<file path="src/rtl/dmem_arbiter.sv">
`default_nettype none
// ============================================================================
// Module   : dmem_arbiter
// Purpose  : Two-port (core/host) arbiter in front of a single-port data RAM,
//            with core priority and a starvation guard for the host port.
// Revision : 1.0
// ============================================================================
module dmem_arbiter #(
    parameter int addr_width   = 8,
    parameter int data_width   = 8,
    parameter int starve_limit = 4
) (
    input  logic                  clk,
    input  logic                  reset,
    input  logic                  core_req,
    input  logic                  core_we,
    input  logic [addr_width-1:0] core_addr,
    input  logic [data_width-1:0] core_wdata,
    output logic                  core_gnt,
    output logic                  core_rvalid,
    output logic [data_width-1:0] core_rdata,
    input  logic                  host_req,
    input  logic                  host_we,
    input  logic [addr_width-1:0] host_addr,
    input  logic [data_width-1:0] host_wdata,
    output logic                  host_gnt,
    output logic                  host_rvalid,
    output logic [data_width-1:0] host_rdata,
    output logic                  ram_read,
    output logic                  ram_write,
    output logic [addr_width-1:0] ram_addr,
    output logic [data_width-1:0] ram_din,
    input  logic [data_width-1:0] ram_dout
);

    typedef enum logic [1:0] {
        OWN_NONE = 2'd0,
        OWN_CORE = 2'd1,
        OWN_HOST = 2'd2
    } owner_t;

    localparam logic [3:0] c_starve_limit = 4'(starve_limit);

    owner_t                r_owner;
    logic [3:0]            r_starve_cnt;
    logic [data_width-1:0] r_core_hold;
    logic [data_width-1:0] r_host_hold;

    logic w_starved;
    logic w_host_win;
    logic w_core_win;

    // Grants are gated by reset so every strobe is quiet while reset is held.
    assign w_starved  = (r_starve_cnt == c_starve_limit);
    assign w_host_win = ~reset & host_req & (~core_req | w_starved);
    assign w_core_win = ~reset & core_req & ~w_host_win;

    assign core_gnt = w_core_win;
    assign host_gnt = w_host_win;

    always_comb begin
        ram_read  = 1'b0;
        ram_write = 1'b0;
        ram_addr  = '0;
        ram_din   = '0;
        if (w_core_win) begin
            ram_read  = ~core_we;
            ram_write = core_we;
            ram_addr  = core_addr;
            ram_din   = core_wdata;
        end else if (w_host_win) begin
            ram_read  = ~host_we;
            ram_write = host_we;
            ram_addr  = host_addr;
            ram_din   = host_wdata;
        end
    end

    // Read data is passed straight through on the rvalid cycle and held after.
    assign core_rvalid = (r_owner == OWN_CORE);
    assign host_rvalid = (r_owner == OWN_HOST);
    assign core_rdata  = core_rvalid ? ram_dout : r_core_hold;
    assign host_rdata  = host_rvalid ? ram_dout : r_host_hold;

    always_ff @(posedge clk or posedge reset) begin
        if (reset) begin
            r_owner      <= OWN_NONE;
            r_starve_cnt <= 4'd0;
            r_core_hold  <= '0;
            r_host_hold  <= '0;
        end else begin
            if (w_core_win && !core_we) begin
                r_owner <= OWN_CORE;
            end else if (w_host_win && !host_we) begin
                r_owner <= OWN_HOST;
            end else begin
                r_owner <= OWN_NONE;
            end

            if (!host_req || w_host_win) begin
                r_starve_cnt <= 4'd0;
            end else if (!w_starved) begin
                r_starve_cnt <= r_starve_cnt + 4'd1;
            end

            if (core_rvalid) begin
                r_core_hold <= ram_dout;
            end
            if (host_rvalid) begin
                r_host_hold <= ram_dout;
            end
        end
    end

endmodule
`default_nettype wire

</file>
<file path="config.mk">
export PLATFORM = sky130hd
export DESIGN_NAME = dmem_arbiter
export DESIGN_NICKNAME = d
export VERILOG_FILES = /design/src/rtl/dmem_arbiter.sv
export SDC_FILE = /design/constraint.sdc
export NUM_CORES = 1
export LEC_CHECK = 0
export ABC_AREA = 1
export BUFFER_PORTS_ARGS = -buffer_cell sky130_fd_sc_hd__clkbuf_2
export CAP_MARGIN = 20
export CORE_ASPECT_RATIO = 2
export CORE_MARGIN = 4
export CORE_UTILIZATION = 40
export CTS_CLUSTER_SIZE = 24
export DETAILED_ROUTE_END_ITERATION = 8
export MAX_ROUTING_LAYER = met4
export PLACE_DENSITY = 0.84
export RECOVER_POWER = 100
export SYNTH_ARGS = -nofsm -noshare
export SYNTH_HDL_FRONTEND = slang
export SYNTH_SLANG_ARGS = --single-unit
</file>
<file path="constraint.sdc">
create_clock -name clk -period 2.3 [get_ports clk]
set_clock_uncertainty 0.15 [all_clocks]
set_input_delay 0.345 -clock clk [delete_from_list [all_inputs] [get_ports clk]]
set_output_delay 0.345 -clock clk [all_outputs]
set_load 0.01 [all_outputs]
</file>
==> results_dict.tcl, run 1 <==
set metrics [dict create \
    fmax_mhz 466 \
    yosys_warnings 0 \
    fin_nets 304 \
    critPathBufInv 2 \
    via_per_inst 4.88 \
    synthAdderAreaFrac_pct 1.85 \
    h-tree-depth 1 \
    synth_compound_area_share_pct 5.90 \
    drtIter0Drc 15 \
    antenna_found_initial 0 \
    grt_max_degree 23 \
    fp.dieW_um 49.2 \
    synth_mux_area_share_pct 0 \
    numCtsBuffers 3 \
    placedCellCount 276 \
    cp.required_ns 1.80 \
    insertion_delay_ns 0.25 \
    design.portCount 84 \
    routed_wirelength_um 3300 \
    vias 1396 \
    n_antenna_cell 0 \
    synth_xor_area_share_pct 0.646 \
    powerDensity_mw_per_mm2 655 \
    grt_pass1_wl_um 5510 \
    p_seq_share_pct 40.3 \
    numPortBuffers 83 \
    report.final.slew_viol_count 0 \
    cp_slowest_cell "dfrtp_1" \
    path_max_fanout 10 \
    clockRootBuffer "clkbuf_8" \
    crit_family "simple AND/OR/NAND/NOR gates" \
    start_kind "flip-flop" \
    overflow 0 \
    p_clk_share_pct 28.4 \
    area_growth_pct 35.3 \
    final_cell_mix "clkbuf_2, nand2_1, nand3_1" \
    postCtsHoldBufs 0 \
    pwr-share-comb_pct 31.2 \
    initial_utilization_pct 42.0 \
    crit_path_max_incr_delay_ns 0.41 \
    synth_top_cell_by_area "dfrtp_1" \
    reg2reg_slack_ns 0.70 \
    pre_cts_slack_ns 0.233 \
    drc_errors 0 \
    netlist_area_mm2 0.00136 \
    cts_sinks 22 \
    grt_pass1_vias 1341 \
    die_h_um 90.4 \
    rsz0062_at_grt "no" \
    hold_viol_final 0 \
    place.gp.congestion 0.810 \
    end_kind "primary output" \
    synth_top_area_share_pct 40.6 \
    cp_cell_sequence "inv_1 -> ha_1 -> nand3_4 -> nand2_8 -> nand2_4 -> nand3_1 -> nand2_1 -> clkbuf_2" \
    ys_seq_area_share_pct 40.6 \
    path_class "flip-flop to primary output" \
    arrival_ns 1.65 \
    ant_nets 0 \
    dp_hpwl_um 2660 \
    synth_nets 217 \
    die_area_mm2 0.00444 \
    internal-power_mw 0.843 \
    cts_buffer_depth 2 \
    p_switching_mw 0.358 \
    min_path_type "input pin to flip-flop" \
    ys_types 22 \
    dr.pass1.iters 4 \
    avgSynthCellArea_um2 8.03 \
    wl_per_cell_um 11.5 \
    grtUsageTotal_pct 15.4 \
    tns_ns 0 \
    setup_viol 0 \
    layout_commonest_cell "clkbuf_2" \
    synthCells 169 \
    relSlewSlack_pct 27.0 \
    cellLeakagePower_nw 1.13 \
    finalCritPeriodShare_pct 93.4 \
    stdcell_count 286 \
    coreArea_mm2 0.00323 \
    status "completed" \
    drive_above_1_share_pct 37.6 \
    cts_tree "yes" \
    drv_cap 0 \
    synth_top_family_by_area "simple AND/OR/NAND/NOR gates" \
    irDropWorstVdd_mv 0.354 \
    layout_min_cycle_time_ns 2.15 \
    clkTransAtPathRegs_ns 0.07 \
    finalPower_mw 1.20 \
    synthTopCellsByArea "dfrtp_1, nand2_1, nand3_1" \
    synthSimpleGateAreaFrac_pct 39.3 \
    setup_ws_ns 0.152 \
    worst_pin_slew_ns 1.09 \
    p_sw_share_pct 29.8 \
    postLayoutCoreUtil_pct 56.8 \
    rows 29 \
    ys_seq_elements 22 \
]
logic make-up after synthesis:
family                     after synthesis
AOI/OAI and AO/OA                       16
xor gates and xnor gates                 1
adders and majority gates                2
buffers and inverters                   32
DFF                                     22
and+or+nand+nor                         96
cells in the mapped netlist:
library cell / count
buf_2: 2
nand3_4: 2
xor2_1: 1
nand4_1: 1
clkbuf_1: 1
inv_4: 1
nor2_1: 6
dfrtp_1: 22
inv_1: 23
nand3_2: 11
buf_4: 1
nand3b_1: 1
buf_6: 4
nand2_4: 2
o21ai_1: 3
o21ai_0: 13
or2_1: 1
nor2_8: 1
nand3_1: 25
ha_1: 2
nand2_1: 44
nand2_2: 2
power by group through the flow:
stage	Combinational, mW	Sequential, mW	Clock [mW]
2_1_floorplan	0.221	0.486	0
3_3_place_gp	0.361	0.489	0
3_5_place_dp	0.367	0.492	0
4_1_cts	0.371	0.484	0.353
5_1_grt	0.424	0.493	0.371
6_report	0.375	0.485	0.342
metrics by stage:
step / hold WS (ns) / cell area (um2)
after floorplan: 0.200 / 1360
after global placement: 0.332 / 1750
after detailed placement: 0.342 / 1750
after CTS: 0.0740 / 1830
after global routing: 0.237 / 1840
final: 0.228 / 1840
what timing repair did:
item                       4_1_cts  5_1_grt
gates cloned                     0        3
setup endpoints to repair       18       20
pin swaps                        0        2
buffers inserted                 0        3
gates resized for setup          1        2
worst register-to-register path: cells and delay by family, from the launching register on:
kind                       cells  cell delay, ns
adders and majority gates      1            0.21
buffers and inverters          1            0.09
DFF                            1            0.41
and+or+nand+nor                5            0.63
layer usage:
layer / wire [um] / track usage [%]
met1: 1150 / 15.8
met2: 1850 / 29.1
met3: 265 / 2.31
met4: 37 / 3.80
met5: 0 / -
worst paths after layout:
kind,start,endpoint,depth (start not counted)
hold / removal,ram_dout[7],r_host_hold[7],3
min in group asynchronous,reset,r_starve_cnt[3],3
setup reg to reg,r_starve_cnt[0],r_starve_cnt[3],7
setup / recovery,r_starve_cnt[0],ram_din[7],8
max in group asynchronous,reset,r_starve_cnt[1],3
hold reg to reg,r_host_hold[7],r_host_hold[7],2
area by class of cell:
| cell class | instances | area (um2) |
|---|---|---|
| Clock buffer | 3 | 41.3 |
| Timing Repair Buffer | 87 | 433 |
| Sequential cell | 22 | 552 |
| Clock inverter | 1 | 30.0 |
| Inverter | 24 | 92.6 |
| Tap cell | 31 | 38.8 |
| Fill cell | 317 | 1390 |
| Multi-Input combinational cell | 118 | 648 |
state kept, by name (all words and copies together), names as in the netlist:
register      cells
r_starve_cnt      4
r_owner           2
r_core_hold       8
r_host_hold       8
No activity file was read; power rests on OpenSTA's default activity.
==> run 2, diff against run 1 <==
--- a/config.mk
+++ b/config.mk
@@ -10,11 +10,11 @@
 export CAP_MARGIN = 20
 export CORE_ASPECT_RATIO = 2
 export CORE_MARGIN = 4
-export CORE_UTILIZATION = 40
+export CORE_UTILIZATION = 43
 export CTS_CLUSTER_SIZE = 24
 export DETAILED_ROUTE_END_ITERATION = 8
 export MAX_ROUTING_LAYER = met4
-export PLACE_DENSITY = 0.84
+export PLACE_DENSITY = 0.88
 export RECOVER_POWER = 100
 export SYNTH_ARGS = -nofsm -noshare
 export SYNTH_HDL_FRONTEND = slang
==> run 2 against run 1 <==
  * First-iteration DRC count shrank 40%
  * Sequential share of layout area shrank 0.48 points
  * Register-to-register slack lost 0.03 ns
  * Via count shrank 2.9%
  * Largest cell class unchanged
  * Non-clock buffer count shrank 1
  * Sequential cell count is the same
==> results_dict.tcl, run 2 (synthesized netlist as in run 1, its figures left out) <==
set metrics [dict create \
    status "completed" \
    nFillCells 276 \
    die_area_mm2 0.00417 \
    area_growth_pct 37.5 \
    arrival_ns 1.69 \
    r2r_cells 7 \
    drtIter0Drc 9 \
    r2r-start "r_starve_cnt[0]" \
    postCtsHoldBufs 0 \
    internal-power_mw 0.846 \
    use_met1_pct 18.1 \
    wl_per_cell_um 11.5 \
    end_kind "primary output" \
    final_cell_area_mm2 0.00187 \
    cp.required_ns 1.80 \
    initial_utilization_pct 45.0 \
    coreArea_mm2 0.00301 \
    insertion_delay_ns 0.25 \
    fin_nets 300 \
    hold_start "ram_dout[4]" \
    use_met3_pct 1.86 \
    grt_pass1_vias 1414 \
    worst_pin_slew_ns 1.10 \
    fmax_mhz 458 \
    placedCellCount 275 \
    drc_errors 0 \
    irDropWorstVdd_mv 0.372 \
    holdPathEnd "r_host_hold[4]" \
    final_cell_mix "clkbuf_2, nand2_1, nand3_1" \
    reg2reg_slack_ns 0.67 \
    p_sw_share_pct 29.9 \
    worst_r2r_endpoint "r_starve_cnt[0]" \
    numCtsBuffers 3 \
    fp.dieW_um 47.7 \
    setup_viol 0 \
    die_h_um 87.4 \
    drive_above_1_share_pct 43.4 \
    powerDensity_mw_per_mm2 647 \
    dr.pass1.iters 3 \
    n_antenna_cell 0 \
    antenna_found_initial 0 \
    overflow 0 \
    relSlewSlack_pct 26.8 \
    critPathLaunch "r_starve_cnt[0]" \
    seq_area_um2 552 \
    place_area_mm2 0.00175 \
    place.gp.congestion 0.739 \
    routed_wirelength_um 3240 \
    h-tree-depth 1 \
    top_usage_layer "met2" \
    pre_cts_slack_ns 0.250 \
    p_seq_share_pct 40.2 \
    grt_pass1_wl_um 5370 \
    pwr-share-comb_pct 31.1 \
    min_path_type "input pin to flip-flop" \
    path_max_fanout 8 \
    whs_path_depth 3 \
    layout_min_cycle_time_ns 2.18 \
    rows 28 \
    vias 1356 \
    finalCritPeriodShare_pct 94.9 \
    setup_ws_ns 0.118 \
    grtUsageTotal_pct 17.0 \
    via_per_inst 4.83 \
    clockRootBuffer "clkbuf_8" \
    use_met2_pct 30.3 \
    stdcell_count 281 \
    grt_max_degree 23 \
    cts_buffer_depth 2 \
    path_class "flip-flop to primary output" \
    p_clk_share_pct 28.7 \
    p_switching_mw 0.362 \
    cts_tree "yes" \
    clkTransAtPathRegs_ns 0.07 \
    largestRegisters "r_core_hold: 8 flops, r_host_hold: 8 flops, r_starve_cnt: 4 flops" \
    multi_input_area_um2 667 \
    cellLeakagePower_nw 1.14 \
    report.final.slew_viol_count 0 \
    start_kind "flip-flop" \
    dp_hpwl_um 2720 \
    design.portCount 84 \
    cts_sinks 22 \
    drv_cap 0 \
    hold_viol_final 0 \
    layout_commonest_cell "clkbuf_2" \
    numPortBuffers 83 \
    ant_nets 0 \
]
==> run 2: area by class of cell <==
| cell class | count | share of cell area, % |
|---|---|---|
| clock buffer | 3 | 2.21 |
| clock inverter | 1 | 1.61 |
| inverter | 24 | 4.96 |
| multi-input combinational | 115 | 35.7 |
| sequential | 22 | 29.6 |
| tap | 30 | 2.01 |
| timing repair buffer | 86 | 23.9 |
==> run 2: worst max-delay path by stage <==
stage | depth (start not counted) | endpoint | slack [ns]
3_5_place_dp | 8 | ram_din[2] | 0.25
4_1_cts | 8 | ram_din[2] | 0.04
6_report | 8 | ram_addr[5] | 0.12
2_1_floorplan | 6 | ram_addr[4] | 0.34
5_1_grt | 8 | ram_din[1] | -0.004
3_3_place_gp | 8 | ram_addr[4] | 0.29
==> run 2: power groups by stage <==
stage / logic, mW / registers [mW] / clock network [mW]
after floorplan: 0.221 / 0.486 / 0
after global placement: 0.360 / 0.489 / 0
after detailed placement: 0.370 / 0.493 / 0
after CTS: 0.373 / 0.485 / 0.353
after global routing: 0.429 / 0.494 / 0.370
final: 0.376 / 0.485 / 0.346
==> run 2: metal layers <==
metal  vias up  part of all wire (%)  wire, um
met3         4                   8.1       264
met5         -                     0         0
li1        701                     -         -
met1       584                    36      1180
met2        67                    54      1750
met4         0                   1.5        48
==> run 2: timing repair <==
action                     4_1_cts  5_1_grt
pin swaps                        0        1
resized for setup                1        3
setup endpoints to repair       18       20
setup buffers                    0        2
==> run 2: critical path, stage by stage (launching register included) <==
cell      delay [ns]
dfrtp_2         0.44
inv_1           0.09
ha_2            0.21
nand3_4         0.12
nand2_8         0.13
buf_4           0.16
nand3_1         0.08
nand2_1         0.08
clkbuf_2        0.13
==> run 2: stage by stage <==
stage	hold WS, ns	setup TNS (ns)	total power, mW	util, %
detailed placement	0.340	0	0.862	58.1
global placement	0.326	0	0.849	58.1
CTS	0.0920	0	1.21	60.8
global route	0.213	-0.00428	1.29	61.9
finish	0.211	0	1.21	61.9
floorplan	0.200	0	0.707	-
==> run 3, diff against run 2 <==
--- a/config.mk
+++ b/config.mk
@@ -9,11 +9,10 @@
 export BUFFER_PORTS_ARGS = -buffer_cell sky130_fd_sc_hd__clkbuf_2
 export CAP_MARGIN = 20
 export CORE_ASPECT_RATIO = 2
-export CORE_MARGIN = 4
+export CORE_MARGIN = 2
 export CORE_UTILIZATION = 43
 export CTS_CLUSTER_SIZE = 24
 export DETAILED_ROUTE_END_ITERATION = 8
-export MAX_ROUTING_LAYER = met4
 export PLACE_DENSITY = 0.88
 export RECOVER_POWER = 100
 export SYNTH_ARGS = -nofsm -noshare
==> run 3 against run 2 <==
  * Sequential power hardly changed
  * Clock power about the same
  * Fmax fell by 1.1%
  * Sequential share of layout area shrank 0.34 points
  * Clock-buffer cell count is the same
  * Worst setup slack lost 0.024 ns
  * Power up 0.61%
  * Register-to-register slack worse by 0.05 ns
  * Sequential cell count unchanged
  * Cell count increased by 0.36%
  * Non-clock buffer count decreased by 1
  * Critical endpoint is now ram_din[7]
==> results_dict.tcl, run 3 (synthesized netlist as in run 1, its figures left out) <==
set metrics [dict create \
    cts_buffer_depth 2 \
    drc_errors 0 \
    numCtsBuffers 3 \
    rows 28 \
    fmax_mhz 453 \
    wl_per_cell_um 11.7 \
    cts_sinks 22 \
    rsz0062_at_grt "yes" \
    path_class "flip-flop to primary output" \
    grt_pass1_vias 1414 \
    p_switching_mw 0.372 \
    die_area_mm2 0.00365 \
    report.final.slew_viol_count 0 \
    fp.dieW_um 43.7 \
    coreArea_mm2 0.00298 \
    insertion_delay_ns 0.26 \
    finalCritPeriodShare_pct 95.9 \
    grt_max_degree 23 \
    grtUsageTotal_pct 18.2 \
    p_sw_share_pct 30.6 \
    setup_viol 0 \
    irDropWorstVdd_mv 0.423 \
    drv_cap 0 \
    p_clk_share_pct 28.7 \
    stdcell_count 282 \
    min_path_type "input pin to flip-flop" \
    layout_min_cycle_time_ns 2.21 \
    h-tree-depth 1 \
    via_per_inst 5.05 \
    clockRootBuffer "clkbuf_8" \
    finalPower_mw 1.21 \
    final_cell_mix "clkbuf_2, nand2_1, nand3_1" \
    pwr-share-comb_pct 31.4 \
    antenna_found_initial 0 \
    drtIter0Drc 10 \
    design.portCount 84 \
    n_antenna_cell 0 \
    dr.pass1.iters 4 \
    relSlewSlack_pct 24.9 \
    placedCellCount 275 \
    internal-power_mw 0.843 \
    powerDensity_mw_per_mm2 645 \
    path_max_fanout 21 \
    p_seq_share_pct 39.9 \
    area_growth_pct 38.8 \
    cts_tree "yes" \
    ant_nets 0 \
    routed_wirelength_um 3290 \
    die_h_um 83.4 \
    overflow 0 \
    hold_viol_final 0 \
    place.gp.congestion 0.856 \
    clkTransAtPathRegs_ns 0.08 \
    cellLeakagePower_nw 1.14 \
    vias 1424 \
    numPortBuffers 83 \
    grt_pass1_wl_um 5330 \
    dp_hpwl_um 2650 \
    status "completed" \
    cp.required_ns 1.80 \
    drive_above_1_share_pct 43.3 \
    start_kind "flip-flop" \
    postCtsHoldBufs 0 \
    fin_nets 301 \
    largestRegisters "r_core_hold: 8 flops, r_host_hold: 8 flops, r_starve_cnt: 4 flops" \
    end_kind "primary output" \
    postLayoutCoreUtil_pct 63.2 \
    arrival_ns 1.71 \
    worst_pin_slew_ns 1.13 \
    layout_commonest_cell "clkbuf_2" \
    initial_utilization_pct 45.5 \
]
run 3: per-layer routing:
layer / GRT usage (%) / up-vias / routed length, um
li1: - / 712 / -
met1: 16.9 / 621 / 1060
met2: 34.9 / 78 / 1840
met3: 2.61 / 13 / 267
met4: 9.37 / 0 / 127
met5: 0 / - / 0
run 3: what timing repair did:
item / 4_1_cts / 5_1_grt
cloned: 0 / 2
pin swaps: 0 / 1
endpoints found under the setup margin: 19 / 20
gates resized for setup: 1 / 3
setup buffers: 0 / 1
run 3: worst paths after layout:
check / start / to / slack (ns) / depth (start not counted)
worst max register to register: r_starve_cnt[1] / r_starve_cnt[0] / 0.62 / 7
worst min register to register: r_core_hold[3] / r_core_hold[3] / 0.35 / 2
max in group asynchronous: reset / r_host_hold[2] / 0.96 / 3
worst max-delay path: r_starve_cnt[1] / ram_din[7] / 0.09 / 8
min in group asynchronous: reset / r_host_hold[6] / 0.37 / 3
worst min-delay path: ram_dout[4] / r_host_hold[4] / 0.22 / 3
run 3: area by class of cell:
type	count	area [um2]
clock buffer	3	41.3
clock inverter	1	30.0
fill	259	1090
inverter	24	92.6
multi-input combinational	117	704
sequential	22	551
tap	30	37.5
timing repair buffer	85	427
run 3: critical path, stage by stage (launching register included):
cell and delay, ns:
dfrtp_1 0.44, inv_1 0.09, ha_1 0.21, nand3_4 0.13, nand2_8 0.20, nand2_8 0.11
nand3_2 0.09, nand2_1 0.05, clkbuf_2 0.12
run 3: stage by stage:
step	cell area [um2]	TNS (ns)	setup slack (ns)	hold slack [ns]
floorplan	1360	0	0.342	0.200
finish	1880	0	0.0943	0.217
global route	1880	-0.105	-0.0283	0.222
detailed placement	1750	0	0.222	0.337
CTS	1830	0	0.00950	0.0598
global placement	1750	0	0.297	0.330
run 3: power by group through the flow:
stage	combinational [mW]	sequential (mW)	clock (mW)
floorplan	0.221	0.486	0
global placement	0.357	0.489	0
detailed placement	0.369	0.493	0
CTS	0.373	0.485	0.358
global route	0.429	0.493	0.373
finish	0.382	0.485	0.348
